$ cat src/rtl/feistel8_pkg.sv
// Shared definitions for the 8-bit Feistel cipher: widths, DES S1 table,
// controller state encoding, and the expansion/permutation helpers.
// Optional build macro used elsewhere in this slice: FEISTEL8_ENC_MODE_EN.
package feistel8_pkg;

   localparam int HALF_W = 4;
   localparam int BLK_W  = 8;
   localparam int KEY_W  = 6;

   // DES S1, indexed [row][column]
   localparam logic [3:0] SBOX [4][16] = '{
      '{4'hE, 4'h4, 4'hD, 4'h1, 4'h2, 4'hF, 4'hB, 4'h8, 4'h3, 4'hA, 4'h6, 4'hC, 4'h5, 4'h9, 4'h0, 4'h7},
      '{4'h0, 4'hF, 4'h7, 4'h4, 4'hE, 4'h2, 4'hD, 4'h1, 4'hA, 4'h6, 4'hC, 4'hB, 4'h9, 4'h5, 4'h3, 4'h8},
      '{4'h4, 4'h1, 4'hE, 4'h8, 4'hD, 4'h6, 4'h2, 4'hB, 4'hF, 4'hC, 4'h9, 4'h7, 4'h3, 4'hA, 4'h5, 4'h0},
      '{4'hF, 4'hC, 4'h8, 4'h2, 4'h4, 4'h9, 4'h1, 4'h7, 4'h5, 4'hB, 4'h3, 4'hE, 4'hA, 4'h0, 4'h6, 4'hD}
   };

   typedef enum logic [1:0] {
      IDLE = 2'd0,
      RUN  = 2'd1,
      DONE = 2'd2
   } state_t;

   // 4 -> 6 bit expansion: wrap the end bits around the half
   function automatic logic [KEY_W-1:0] expand(input logic [HALF_W-1:0] x);
      return {x[0], x, x[3]};
   endfunction

   // Output bit shuffle applied to the S-box result
   function automatic logic [HALF_W-1:0] perm(input logic [HALF_W-1:0] s);
      return {s[1], s[3], s[0], s[2]};
   endfunction

endpackage

$ cat src/rtl/feistel8_dec_iter_if.sv
// Handshake bundle for feistel8_dec_iter: ciphertext/key input channel and
// plaintext output channel, both valid/ready.
// With FEISTEL8_ENC_MODE_EN defined the bundle also carries the enc select.
interface feistel8_dec_iter_if
   import feistel8_pkg::*;
#(
   parameter int ROUNDS = 2
);

   logic                    in_valid;
   logic                    in_ready;
   logic [BLK_W-1:0]        in_data;
   logic [KEY_W*ROUNDS-1:0] in_keys;
   logic                    out_valid;
   logic                    out_ready;
   logic [BLK_W-1:0]        out_data;
`ifdef FEISTEL8_ENC_MODE_EN
   logic                    enc;
`endif

`ifdef FEISTEL8_ENC_MODE_EN
   modport master (
      output in_valid, in_data, in_keys, out_ready, enc,
      input  in_ready, out_valid, out_data
   );
   modport slave (
      input  in_valid, in_data, in_keys, out_ready, enc,
      output in_ready, out_valid, out_data
   );
`else
   modport master (
      output in_valid, in_data, in_keys, out_ready,
      input  in_ready, out_valid, out_data
   );
   modport slave (
      input  in_valid, in_data, in_keys, out_ready,
      output in_ready, out_valid, out_data
   );
`endif

endinterface

$ cat src/rtl/feistel8_f.sv
// Combinational Feistel round function F(x, k): expand, key mix, S1 lookup,
// permute. Shared by every round of the iterative core.
module feistel8_f
   import feistel8_pkg::*;
(
   input  logic [HALF_W-1:0] x,
   input  logic [KEY_W-1:0]  k,
   output logic [HALF_W-1:0] f
);

   logic [KEY_W-1:0]  y;
   logic [HALF_W-1:0] s;

   // Outer bits of the mixed value select the row, inner four the column
   always_comb begin
      y = expand(x) ^ k;
      s = SBOX[{y[5], y[0]}][y[4:1]];
      f = perm(s);
   end

endmodule

$ cat src/rtl/feistel8_dec_iter.sv
// Iterative 8-bit Feistel decryptor, one round per clock, keys applied from
// k[ROUNDS-1] down to k[0]. Valid/ready on both sides, result held in DONE
// until the consumer takes it.
// Build option FEISTEL8_ENC_MODE_EN: adds bus.enc; when set at accept, the
// block runs forward rounds with keys k[0]..k[ROUNDS-1] under the same timing.
//
//  state | meaning
//  ------+----------------------------------------------------------
//  IDLE  | waiting for a block, in_ready=1
//  RUN   | one round per edge, rnd counts ROUNDS-1 down to 0
//  DONE  | plaintext on out_data, out_valid=1 until out_ready
module feistel8_dec_iter
   import feistel8_pkg::*;
#(
   parameter int ROUNDS = 2
) (
   input logic               clk,
   input logic               rst,
   feistel8_dec_iter_if.slave bus
);

   localparam int RND_W  = $clog2(ROUNDS) + 1;
   localparam int KBUS_W = KEY_W * ROUNDS;

   state_t            state;
   logic [BLK_W-1:0]  dreg;
   logic [KBUS_W-1:0] kreg;
   logic [RND_W-1:0]  rnd;
   logic              in_ready_q;
   logic              out_valid_q;
`ifdef FEISTEL8_ENC_MODE_EN
   logic              enc_q;
`endif

   logic [RND_W-1:0]  kidx;
   logic [KBUS_W-1:0] kshift;
   logic [KEY_W-1:0]  rkey;
   logic [HALF_W-1:0] f_in;
   logic [HALF_W-1:0] f_out;
   logic [BLK_W-1:0]  nxt;

   // Pick this round's key and the half that feeds F
   always_comb begin
      kidx = rnd;
      f_in = dreg[BLK_W-1:HALF_W];
`ifdef FEISTEL8_ENC_MODE_EN
      if (enc_q) begin
         kidx = RND_W'(ROUNDS - 1) - rnd;
         f_in = dreg[HALF_W-1:0];
      end
`endif
      kshift = kreg >> (KEY_W * int'(kidx));
      rkey   = kshift[KEY_W-1:0];
   end

   feistel8_f u_f (
      .x (f_in),
      .k (rkey),
      .f (f_out)
   );

   // Inverse round by default; forward round when encrypting
   always_comb begin
      nxt = {dreg[HALF_W-1:0] ^ f_out, dreg[BLK_W-1:HALF_W]};
`ifdef FEISTEL8_ENC_MODE_EN
      if (enc_q) begin
         nxt = {dreg[HALF_W-1:0], dreg[BLK_W-1:HALF_W] ^ f_out};
      end
`endif
   end

   // Controller and datapath registers; handshake outputs are flops
   always_ff @(posedge clk) begin
      if (rst) begin
         state       <= IDLE;
         dreg        <= '0;
         kreg        <= '0;
         rnd         <= '0;
         in_ready_q  <= 1'b1;
         out_valid_q <= 1'b0;
`ifdef FEISTEL8_ENC_MODE_EN
         enc_q       <= 1'b0;
`endif
      end else begin
         case (state)
            IDLE: begin
               if (bus.in_valid) begin
                  dreg       <= bus.in_data;
                  kreg       <= bus.in_keys;
                  rnd        <= RND_W'(ROUNDS - 1);
`ifdef FEISTEL8_ENC_MODE_EN
                  enc_q      <= bus.enc;
`endif
                  in_ready_q <= 1'b0;
                  state      <= RUN;
               end
            end
            RUN: begin
               dreg <= nxt;
               if (rnd == '0) begin
                  out_valid_q <= 1'b1;
                  state       <= DONE;
               end else begin
                  rnd <= rnd - RND_W'(1);
               end
            end
            DONE: begin
               if (bus.out_ready) begin
                  out_valid_q <= 1'b0;
                  in_ready_q  <= 1'b1;
                  state       <= IDLE;
               end
            end
            default: begin
               out_valid_q <= 1'b0;
               in_ready_q  <= 1'b1;
               state       <= IDLE;
            end
         endcase
      end
   end

   assign bus.in_ready  = in_ready_q;
   assign bus.out_valid = out_valid_q;
   assign bus.out_data  = dreg;

endmodule

$ cat src/flat_wrapper.sv
// flat-port wrapper written by rule: the top's interface ports become plain ports
module feistel8_dec_iter_flat import feistel8_pkg::*;
#(
   parameter int ROUNDS = 2
)
  (clk, rst, bus_in_valid, bus_in_data, bus_in_keys, bus_out_ready, bus_in_ready, bus_out_valid, bus_out_data);
  feistel8_dec_iter_if #(.ROUNDS(ROUNDS)) bus_i ();
  input logic clk;
  input logic rst;
  input wire logic [$bits(bus_i.in_valid)-1:0] bus_in_valid;
  input wire logic [$bits(bus_i.in_data)-1:0] bus_in_data;
  input wire logic [$bits(bus_i.in_keys)-1:0] bus_in_keys;
  input wire logic [$bits(bus_i.out_ready)-1:0] bus_out_ready;
  output wire logic [$bits(bus_i.in_ready)-1:0] bus_in_ready;
  output wire logic [$bits(bus_i.out_valid)-1:0] bus_out_valid;
  output wire logic [$bits(bus_i.out_data)-1:0] bus_out_data;
  assign bus_i.in_valid = bus_in_valid;
  assign bus_i.in_data = bus_in_data;
  assign bus_i.in_keys = bus_in_keys;
  assign bus_i.out_ready = bus_out_ready;
  assign bus_in_ready = bus_i.in_ready;
  assign bus_out_valid = bus_i.out_valid;
  assign bus_out_data = bus_i.out_data;
  feistel8_dec_iter #(.ROUNDS(ROUNDS)) u_core (.clk(clk), .rst(rst), .bus(bus_i));
endmodule
$ cat config.mk
export PLATFORM = sky130hd
export DESIGN_NAME = feistel8_dec_iter_flat
export DESIGN_NICKNAME = d
export VERILOG_FILES = /design/src/rtl/feistel8_pkg.sv /design/src/rtl/feistel8_dec_iter_if.sv /design/src/rtl/feistel8_f.sv /design/src/rtl/feistel8_dec_iter.sv /design/src/flat_wrapper.sv
export SDC_FILE = /design/constraint.sdc
export NUM_CORES = 1
export LEC_CHECK = 0
export CAP_MARGIN = 20
export CORE_ASPECT_RATIO = 1.4
export CORE_UTILIZATION = 49
export DETAILED_ROUTE_END_ITERATION = 12
export GPL_ROUTABILITY_DRIVEN = 1
export GPL_TIMING_DRIVEN = 0
export PLACE_DENSITY = 0.86
export SLEW_MARGIN = 20
export SYNTH_ARGS = -nofsm -noshare
export SYNTH_HDL_FRONTEND = slang
export SYNTH_SLANG_ARGS = --single-unit
$ cat constraint.sdc
create_clock -name clk -period 2.5 [get_ports clk]
set_input_delay 0.5 -clock clk [delete_from_list [all_inputs] [get_ports clk]]
set_output_delay 0.5 -clock clk [all_outputs]
set_load 0.05 [all_outputs]
Word-level counts from Yosys, hierarchy flattened
Index checks and enable logic that the tools add are counted.
Widths: inputs -> output; s select.
{"block": "totals", "regBits": 26, "in_bits": 24, "word_cells": 52, "output_inout_bits": 10}
{"block": "classes", "reduce_logical": 9, "mux": 20, "eq_ne": 6, "add_sub_neg": 1, "mul": 1, "n_shift": 1, "n_bitwise": 6, "magnitude_cmp": 2}
{"cell": "$bmux 64 s2", "count": 1}
{"cell": "$mux 64", "count": 2}
{"cell": "$shr 12x32->6", "count": 1}
{"cell": "$bmux 4 s4", "count": 1}
{"cell": "$pmux 8 s2", "count": 1}
{"cell": "$reduce_and 3->1", "count": 4}
{"cell": "$mux 2", "count": 4}
{"cell": "$mux 4", "count": 2}
{"cell": "$mux 8", "count": 1}
{"cell": "$ne 2x2->1 const B", "count": 3}
{"cell": "$pmux 1 s3", "count": 2}
{"cell": "$pmux 2 s3", "count": 1}
{"cell": "$xor 6x6->6", "count": 1}
{"cell": "$ge 5x5->1 const B", "count": 1}
{"cell": "$not 4->5", "count": 1}
{"cell": "$logic_not 2->1", "count": 2}
{"cell": "$mul 2x2->4 const A", "count": 1}
{"cell": "$mux 1", "count": 4}
{"cell": "$pmux 2 s2", "count": 1}
{"cell": "$reduce_and 2->1", "count": 2}
{"cell": "$xor 4x4->4", "count": 1}
{"cell": "$ge 3x3->1 const B", "count": 1}
{"cell": "$not 2->3", "count": 1}
{"cell": "$eq 2x1->1 const B", "count": 1}
{"cell": "5 further kinds", "count": 6}

Longest topological paths before layout
Gate-level depths: netlist (run 1).
{"block": "depth", "word_depth": 12, "ltp_mapped": 13, "depth_no_buf": 12}

Hierarchy
A second synthesis (run 1) with hierarchy kept.
{"block": "unflattened", "cells_unflattened": 258, "hier_area_um2": 2092.0}
{"module": "feistel8_dec_iter", "area_per_inst_um2": 1228.7, "seq_area_each_um2": 520.5, "cells_each": 145, "n_inst": 1}
{"module": "feistel8_f", "area_per_inst_um2": 863.3, "seq_area_each_um2": 0.0, "cells_each": 113, "n_inst": 1}

Worst setup path after synthesis (run 1)
Ideal clock, no wire load.
{"block": "synth_timing", "path_kind": "reg-to-reg", "startpoint": "register u_core.dreg[4] (netlist: u_core.bus.out_data[4])", "endpoint": "register u_core.dreg[4] (netlist: u_core.bus.out_data[4])", "t_required_ns": 2.414, "setup_slack_ns": -0.382, "arrival_time_ns": 2.796, "period_less_slack_ns": 2.882, "setup_ns": 0.086, "stages_incl_launch_ff": 13, "path_buffers": 1, "cell_sequence": "dfxtp_1 -> or2_0 -> buf_1 -> or2_2 -> nand2_1 -> inv_1 -> ha_1 -> nand2_1 -> o22ai_1 -> o41ai_1 -> nand4b_1 -> or3b_1 -> a211oi_1"}
{"block": "synth_between", "elab_chain_len": 10, "elab_cells_between_ends": 11, "cone_classes": "mux (7); bitwise (4)"}
{"item": "from (decl)", "line_no": "feistel8_dec_iter.sv:26", "source": "logic [BLK_W-1:0] dreg;"}
{"item": "from (signal assigned)", "line_no": "feistel8_dec_iter.sv:88", "source": "dreg <= bus.in_data;"}
{"item": "from (signal assigned)", "line_no": "feistel8_dec_iter.sv:99", "source": "dreg <= nxt;"}
{"item": "$xor 6x6->6 *", "line_no": "feistel8_f.sv:16", "source": "y = expand(x) ^ k;"}
{"item": "$not 2->3 (not written as such)", "line_no": "feistel8_f.sv:17", "source": "s = SBOX[{y[5], y[0]}][y[4:1]];"}
{"item": "$bmux 64 s2", "line_no": "feistel8_f.sv:17"}
{"item": "$mux 64 (not written as such) (2 in a row)", "line_no": "feistel8_f.sv:17"}
{"item": "$bmux 4 s4 *", "line_no": "feistel8_f.sv:17"}
{"item": "$mux 4 (not written as such) * (2 in a row)", "line_no": "feistel8_f.sv:17"}
{"item": "$xor 4x4->4 *", "line_no": "feistel8_dec_iter.sv:64", "source": "nxt = {dreg[HALF_W-1:0] ^ f_out, dreg[BLK_W-1:HALF_W]};"}
{"item": "$pmux 8 s2 *", "line_no": "feistel8_dec_iter.sv:85", "source": "case (state)"}
Every way passes the cells marked *; elsewhere a longest branch is shown, timed or not. The select of a mux whose other input is x is not followed.
A chain may end at the register's enable or synchronous reset.

Worst setup path in the final report (run 1)
{"block": "layout_timing", "startpoint": "register u_core.rnd[0] (netlist: u_core.kidx[0])", "endpoint": "register u_core.dreg[7] (netlist: u_core.bus.out_data[7])"}
{"block": "layout_between", "elab_chain_len": 12, "elab_cells_between_ends": 13, "cone_classes": "mul (1); shift (1); mux (7); bitwise (4)"}
{"item": "from (decl)", "line_no": "feistel8_dec_iter.sv:28", "source": "logic [RND_W-1:0] rnd;"}
{"item": "from (signal assigned)", "line_no": "feistel8_dec_iter.sv:90", "source": "rnd <= RND_W'(ROUNDS - 1);"}
{"item": "from (signal assigned)", "line_no": "feistel8_dec_iter.sv:104", "source": "rnd <= rnd - RND_W'(1);"}
{"item": "$mul 2x2->4 *", "line_no": "feistel8_dec_iter.sv:52", "source": "kshift = kreg >> (KEY_W * int'(kidx));"}
{"item": "$shr 12x32->6 *", "line_no": "feistel8_dec_iter.sv:52"}
{"item": "$xor 6x6->6 *", "line_no": "feistel8_f.sv:16"}
{"item": "$not 2->3 (not written as such)", "line_no": "feistel8_f.sv:17"}
{"item": "$bmux 64 s2", "line_no": "feistel8_f.sv:17"}
{"item": "$mux 64 (not written as such) (2 in a row)", "line_no": "feistel8_f.sv:17"}
{"item": "$bmux 4 s4 *", "line_no": "feistel8_f.sv:17"}
{"item": "$mux 4 (not written as such) * (2 in a row)", "line_no": "feistel8_f.sv:17"}
{"item": "$xor 4x4->4 *", "line_no": "feistel8_dec_iter.sv:64"}
{"item": "$pmux 8 s2 *", "line_no": "feistel8_dec_iter.sv:85"}
Marked as above.

==> results of run 1 <==
-- state kept, by name, summed over array words and instances (netlist names) --
signal / cells
u_core.kreg: 12
u_core.bus.out_data: 8
u_core.kidx: 2
u_core.state: 2
u_core.bus.in_ready: 1
u_core.bus.out_valid: 1
-- layer usage --
layer  vias to the layer above  share of wire [%]
li1                       1214                  -
met1                      1169                 40
met2                       129                 51
met3                        32                4.7
met4                         0                4.5
met5                         -                  0
-- power breakdown --
group	switching, mW	internal [mW]
clock network	0.133	0.141
registers	0.0447	0.455
logic	0.759	0.518
total	0.936	1.11
-- placed cells by master, fill, tap and decap left out, drive strengths merged, types with 3 or more instances in the layout --
cell	instances
a21oi	32
nand2b	5
clkdlybuf4s50	33
a22oi	4
nand4	3
ha	9
dfxtp	26
nor2	17
a32oi	3
or2	3
clkbuf	15
nand2	49
o211ai	12
mux2i	10
buf	20
nand3	7
a211oi	7
a2111oi	3
o21ai	16
a31o	3
inv	10
nor3	10
or3	7
o2111ai	4
o22ai	3
-- repair_timing --
action                                  CTS  global route
cloned                                    0             0
gates resized for setup                  19            23
buffers inserted                          9             1
pin swaps                                15             9
endpoints found under the setup margin    4             4
-- area by class of cell --
type,count,area share [%]
Timing Repair Buffer,43,13.6
Clock buffer,4,1.84
Multi-Input combinational cell,243,59.0
Sequential cell,26,17.6
Inverter,10,1.34
Tap cell,60,2.51
Buffer,21,4.10
-- stage by stage --
| stage | instance area (um2) | hold WS, ns | setup TNS (ns) | power, mW |
|---|---|---|---|---|
| CTS | 2900 | 0.459 | -0.724 | 1.94 |
| detailed placement | 2700 | 0.447 | -1.69 | 1.54 |
| finish | 2990 | 0.460 | -0.641 | 2.05 |
| global route | 2990 | 0.483 | -1.02 | 2.16 |
| global placement | 2700 | 0.447 | -1.61 | 1.54 |
| floorplan | 2290 | 0.436 | -0.0298 | 1.25 |
-- cell usage after synthesis (all sizes together), types with 2 or more instances --
master	instances	share of area (%)
and3	2	0.56
or2	3	0.84
nand4	3	0.84
nand3	7	1.6
nand2b	5	1.4
nor4	2	1.2
mux2i	10	4.8
clkbuf	10	1.7
or3	7	2.2
o22ai	3	0.84
a2111oi	3	1.2
nor3b	2	0.67
a211oi	7	2.4
o211ai	12	4.0
nor3	10	2.5
a32oi	3	1.2
o21a	2	0.67
or3b	2	0.79
o32ai	2	0.79
o311ai	2	0.79
dfxtp	26	23
a22oi	4	1.3
buf	11	3.6
a311oi	2	0.79
a211o	2	0.79
ha	9	5.1
a21oi	32	7.4
a221oi	2	0.79
o21ai	16	3.6
a31o	3	1.2
inv	10	1.7
nor2	17	3.0
o2111ai	4	1.9
and2	2	0.67
nand2	49	8.5
-- kinds of logic after synthesis --
logic type / count (synthesis) / synth area share (%)
and+or+nand+nor: 117 / 27.1
AOI/OAI and AO/OA: 106 / 32.1
buffers and inverters: 31 / 6.96
DFF: 26 / 23.4
muxes: 11 / 5.50
adders and majority gates: 9 / 5.05
-- path summary, 6_finish.rpt --
kind	start	end	slack (ns)	cells past startpoint
hold / removal	u_core.kreg[4]	u_core.kreg[4]	0.46	2
hold reg to reg	u_core.kreg[4]	u_core.kreg[4]	0.46	2
setup / recovery	u_core.kidx[0]	u_core.bus.out_data[7]	-0.24	11
setup reg to reg	u_core.kidx[0]	u_core.bus.out_data[7]	-0.24	11
-- worst max-delay path, stage by stage (launching register included) --
cell and delay, ns:
sky130_fd_sc_hd__dfxtp_2 0.34, sky130_fd_sc_hd__buf_6 0.13, sky130_fd_sc_hd__mux2i_4 0.30, sky130_fd_sc_hd__or3_4 0.21, sky130_fd_sc_hd__nand2_8 0.07, sky130_fd_sc_hd__ha_4 0.30
sky130_fd_sc_hd__o21ai_2 0.05, sky130_fd_sc_hd__o211ai_1 0.21, sky130_fd_sc_hd__a211oi_2 0.11, sky130_fd_sc_hd__a211oi_2 0.41, sky130_fd_sc_hd__o32ai_2 0.14, sky130_fd_sc_hd__or3b_1 0.36
==> flow_summary_export.csv, run 1 <==
group,metric,value,unit
route,finalWirelength,7.08,mm
sta,min_period_over_period,110,%
job,max_cap_viol_count,0,
global_routing,routing_usage_on_met1,34.9,%
outcome,failed_checks,"negative setup slack",
logic_synthesis,postSynthCellCount,300,
logic_synthesis,yosysUniqueCellTypes,64,
logic_synthesis,post_synthesis_sequential_element_count,26,
critical_path,worst_ep_arrival_time,2.90,ns
route,vias,2544,
cells_and_area,finish.utilization,69.3,%
route,drtPass1Iterations,5,
sta,final_hold_viol_count,0,
place,placement.io_buffers,33,
floorplanning,fp.dieW,59.0,um
cells_and_area,num-nets-final,381,
clock_network,cts_sinks,26,
global_routing,first_global_vias,2493,
logic_synthesis,synth_edf_count,0,
global_routing,grt_use_met2,55.5,%
logic_synthesis,synth-async-reset-ratio,0,%
critical_path,startpoint_type,"flop",
clock_network,ctsHtreeMaxLevel,1,
sta,worst_slew_pin_slew,0.569,ns
outcome,outcome,"finished with violations",
critical_path,crit_fanout,5,
cells_and_area,antenna-diode-count,0,
sta,timing.clock.skew,0.00851,ns
global_routing,global_route_wire_length_before_repair,11.5,mm
logic_synthesis,synth_area,2230,um2
floorplanning,io_pins,34,
place,dp_slack,-0.591,ns
critical_path,category_of_the_most_critical_setup_path,"reg2reg",
sta,grt_setup_unrepaired,"true",
logic_synthesis,ys_seq_area_share,23.4,%
logic_synthesis,yosys_most_used_dff,"sky130_fd_sc_hd__dfxtp_1",
power,ir_worst_vdd,0.512,mV
global_routing,antenna_found_initial,0,
sta,post-route-worst-setup-slack,-0.244,ns
clock_network,cts_hold_buf,0,
floorplanning,dieHeight,81.8,um
min_path,hold_path_class,"reg2reg",
place,routabilityCongestion,0.993,
power,leakage,1.06,nW
global_routing,grt_max_degree,15,
clock_network,tritoncts,"done",
clock_network,clk_path_buf_depth,2,
floorplanning,dieArea,4830,um2
route,antenna_left,0,
floorplanning,core_region_area,4310,um2
route,first_iter_violations,170,
cells_and_area,layoutNonFillerInstCount,407,
route,post_drt_wl_per_cell,17.4,um
route,remaining_drc_errors,0,
clock_network,path_clk_slew,0.09,ns
power,p_per_area,686,nW/um2
cells_and_area,area_of_the_multi_input_gates,1760,um2
critical_path,critPathRequiredTime,2.66,ns
floorplanning,floorplan.initialDensity,51.7,%
logic_synthesis,synth_warnings,0,
place,hpwl_detailed,5.23,mm
logic_synthesis,synth_area_per_cell,7.43,um2
logic_synthesis,synth_nets,333,
clock_network,cts_made_buffers,3,
clock_network,worst_skew_pair.late_latency,0.27,ns
cells_and_area,sequential_cell_area,527,um2
critical_path,cp-end-kind,"flop",
sta,final_period_minus_worst_setup_slack,2.74,ns
cells_and_area,filler_cell_count,351,
route,drt-vias-per-instance,6.25,
sta,fmax,0.364,GHz
clock_network,clock_tree.root_cell,"sky130_fd_sc_hd__clkbuf_8",
cells_and_area,fraction_of_layout_instances_using_a_drive_strength_above_1,21.6,%
cells_and_area,area_growth_syn_to_layout,34.1,%
global_routing,groute.usage.overall,31.2,%
sta,slew_headroom,62.0,%
global_routing,most_heavily_used_metal_layer_in_global_routing,"met2",
floorplanning,number_of_placement_rows,28,
global_routing,globalRouteMet3Util,3.46,%
place,dp_cells,393,
sta,report.final.slew_viol_count,0,
global_routing,grt_overflow_total,0,
sta,finalSetupViolCount,4,
Power figures use the tool's default switching activity.
==> run 2: changes to the inputs <==
--- a/config.mk
+++ b/config.mk
@@ -11,6 +11,7 @@
 export DETAILED_ROUTE_END_ITERATION = 12
 export GPL_ROUTABILITY_DRIVEN = 1
 export GPL_TIMING_DRIVEN = 0
+export MAX_ROUTING_LAYER = met4
 export PLACE_DENSITY = 0.86
 export SLEW_MARGIN = 20
 export SYNTH_ARGS = -nofsm -noshare
==> flow_summary_export.csv, run 2 (synthesis results as in run 1) <==
group,metric,value,unit
power,leakage,1.06,nW
critical_path,critPathRequiredTime,2.66,ns
sta,timing.clock.skew,0.00400,ns
sta,fmax,0.369,GHz
critical_path,category_of_the_most_critical_setup_path,"reg2reg",
global_routing,grt_max_degree,15,
sta,fin_setup_tns,-0.542,ns
sta,final_period_minus_worst_setup_slack,2.71,ns
route,finalWirelength,7.50,mm
clock_network,tritoncts,"done",
place,hpwl_detailed,5.35,mm
critical_path,ff2ff_path_depth,12,
critical_path,critical_path_cell_by_cell,"or2_0, buf_2, or2_4, nand2_8, buf_4, ha_1, inv_1, a21oi_2, o21ai_1, a211oi_2, o32ai_1, or3b_1",
floorplanning,dieArea,4830,um2
cells_and_area,sequential_cell_area,529,um2
global_routing,global_route_wire_length_before_repair,12.3,mm
floorplanning,number_of_placement_rows,28,
cells_and_area,layout.cells.most_common_list,"sky130_fd_sc_hd__nand2_1, sky130_fd_sc_hd__clkdlybuf4s50_1, sky130_fd_sc_hd__a21oi_1",
sta,grt_setup_unrepaired,"true",
cells_and_area,area_growth_syn_to_layout,35.4,%
clock_network,cts_hold_buf,0,
clock_network,clk_path_buf_depth,2,
route,vias,2639,
place,dp_cells,393,
place,dp_slack,-0.576,ns
global_routing,first_global_vias,2537,
sta,slew_headroom,66.0,%
global_routing,antenna_found_initial,0,
clock_network,worst_skew_pair.late_latency,0.28,ns
clock_network,path_clk_slew,0.09,ns
min_path,min_delay_path_depth,2,
cells_and_area,fraction_of_layout_instances_using_a_drive_strength_above_1,21.6,%
sta,final_hold_viol_count,0,
outcome,failed_checks,"negative setup slack",
route,post_drt_wl_per_cell,18.4,um
sta,post-route-worst-setup-slack,-0.213,ns
clock_network,cts_sinks,26,
floorplanning,core_region_area,4310,um2
clock_network,ctsHtreeMaxLevel,1,
clock_network,clock_tree.root_cell,"sky130_fd_sc_hd__clkbuf_8",
route,drt-vias-per-instance,6.48,
cells_and_area,finish.utilization,70.0,%
sta,report.final.slew_viol_count,0,
cells_and_area,commonest_non_fill_non_tap_cell_in_the_layout,"sky130_fd_sc_hd__nand2_1",
cells_and_area,top_register,"u_core.kreg",
place,routabilityCongestion,0.994,
route,antenna_left,0,
outcome,outcome,"finished with violations",
floorplanning,io_pins,34,
sta,finalSetupViolCount,4,
cells_and_area,antenna-diode-count,0,
clock_network,cts_made_buffers,3,
cells_and_area,largest_reg_flops,12,
route,drtPass1Iterations,7,
cells_and_area,area_of_the_multi_input_gates,1780,um2
global_routing,groute.usage.overall,34.6,%
critical_path,worst_ep_arrival_time,2.88,ns
global_routing,grt_overflow_total,0,
critical_path,cpPeakStageDelay,0.38,ns
power,p_per_area,689,nW/um2
floorplanning,floorplan.initialDensity,51.7,%
route,first_iter_violations,176,
floorplanning,fp.dieW,59.0,um
min_path,hold_path_class,"reg2reg",
route,remaining_drc_errors,0,
power,p_total,2.08,mW
cells_and_area,filler_cell_count,356,
power,ir_worst_vdd,0.505,mV
critical_path,crit_fanout,6,
critical_path,cp-end-kind,"flop",
cells_and_area,layoutNonFillerInstCount,407,
critical_path,critical_path.slowest_cell,"sky130_fd_sc_hd__a211oi_2",
sta,min_period_over_period,109,%
job,max_cap_viol_count,0,
floorplanning,dieHeight,81.8,um
place,placement.io_buffers,33,
critical_path,startpoint_type,"flop",
sta,worst_slew_pin_slew,0.511,ns
cells_and_area,num-nets-final,381,
-- run 2: what timing repair did --
| item | CTS | global route |
|---|---|---|
| pin swaps | 18 | 14 |
| setup endpoints to repair | 4 | 4 |
| buffers inserted | 10 | 1 |
| gates resized for setup | 33 | 14 |
| hold endpoints to repair | 0 | 0 |
-- run 2: cell type report --
class	instances	area share, %
multi-input cells	243	59.1
flip-flops and latches	26	17.5
repair buffers	44	13.8
plain buffers	20	3.77
well taps	60	2.49
clock buffers	4	1.82
inverters	10	1.49
-- run 2: final timing paths --
kind,startpoint,endpoint,slack [ns]
max,u_core.bus.out_data[4],u_core.bus.out_data[7],-0.21
max reg2reg,u_core.bus.out_data[4],u_core.bus.out_data[7],-0.21
min reg2reg,u_core.bus.out_valid,u_core.bus.out_valid,0.46
min,u_core.bus.out_valid,u_core.bus.out_valid,0.46
-- run 2: routing by layer --
metal	vias to the layer above	global-route usage (%)	share of wire, %
met5	-	-	0
met2	152	60.8	50
met1	1225	35.6	37
met4	0	21.0	6.0
met3	44	5.83	7.0
li1	1218	-	-
-- run 2: metrics by stage --
stage               cell area [um2]  hold slack (ns)
CTS                            2970            0.463
finish                         3020            0.461
floorplan                      2290            0.436
global placement               2700            0.445
global route                   3020            0.484
detailed placement             2700            0.450
-- run 2: power breakdown --
part	internal, mW	leakage [nW]	switching [mW]	total [mW]
clock network	0.141	0.0288	0.134	0.275
registers	0.455	0.216	0.0501	0.505
logic	0.530	0.816	0.770	1.30
-- run 2: worst max-delay path: cells and delay by family, from the launching register on --
kind / cells / cell delay (ns)
compound gates: 4 / 0.78
fa+ha+maj: 1 / 0.17
buf+inv: 3 / 0.37
flops: 1 / 0.36
simple gates: 4 / 0.91
==> run 3: changes to the inputs <==
--- a/config.mk
+++ b/config.mk
@@ -11,6 +11,7 @@
 export DETAILED_ROUTE_END_ITERATION = 12
 export GPL_ROUTABILITY_DRIVEN = 1
 export GPL_TIMING_DRIVEN = 0
+export HOLD_SLACK_MARGIN = 0.06
 export MAX_ROUTING_LAYER = met4
 export PLACE_DENSITY = 0.86
 export SLEW_MARGIN = 20
==> results of run 3 <==
No change in the layout: final DEF, timing and power equal those of run 2.
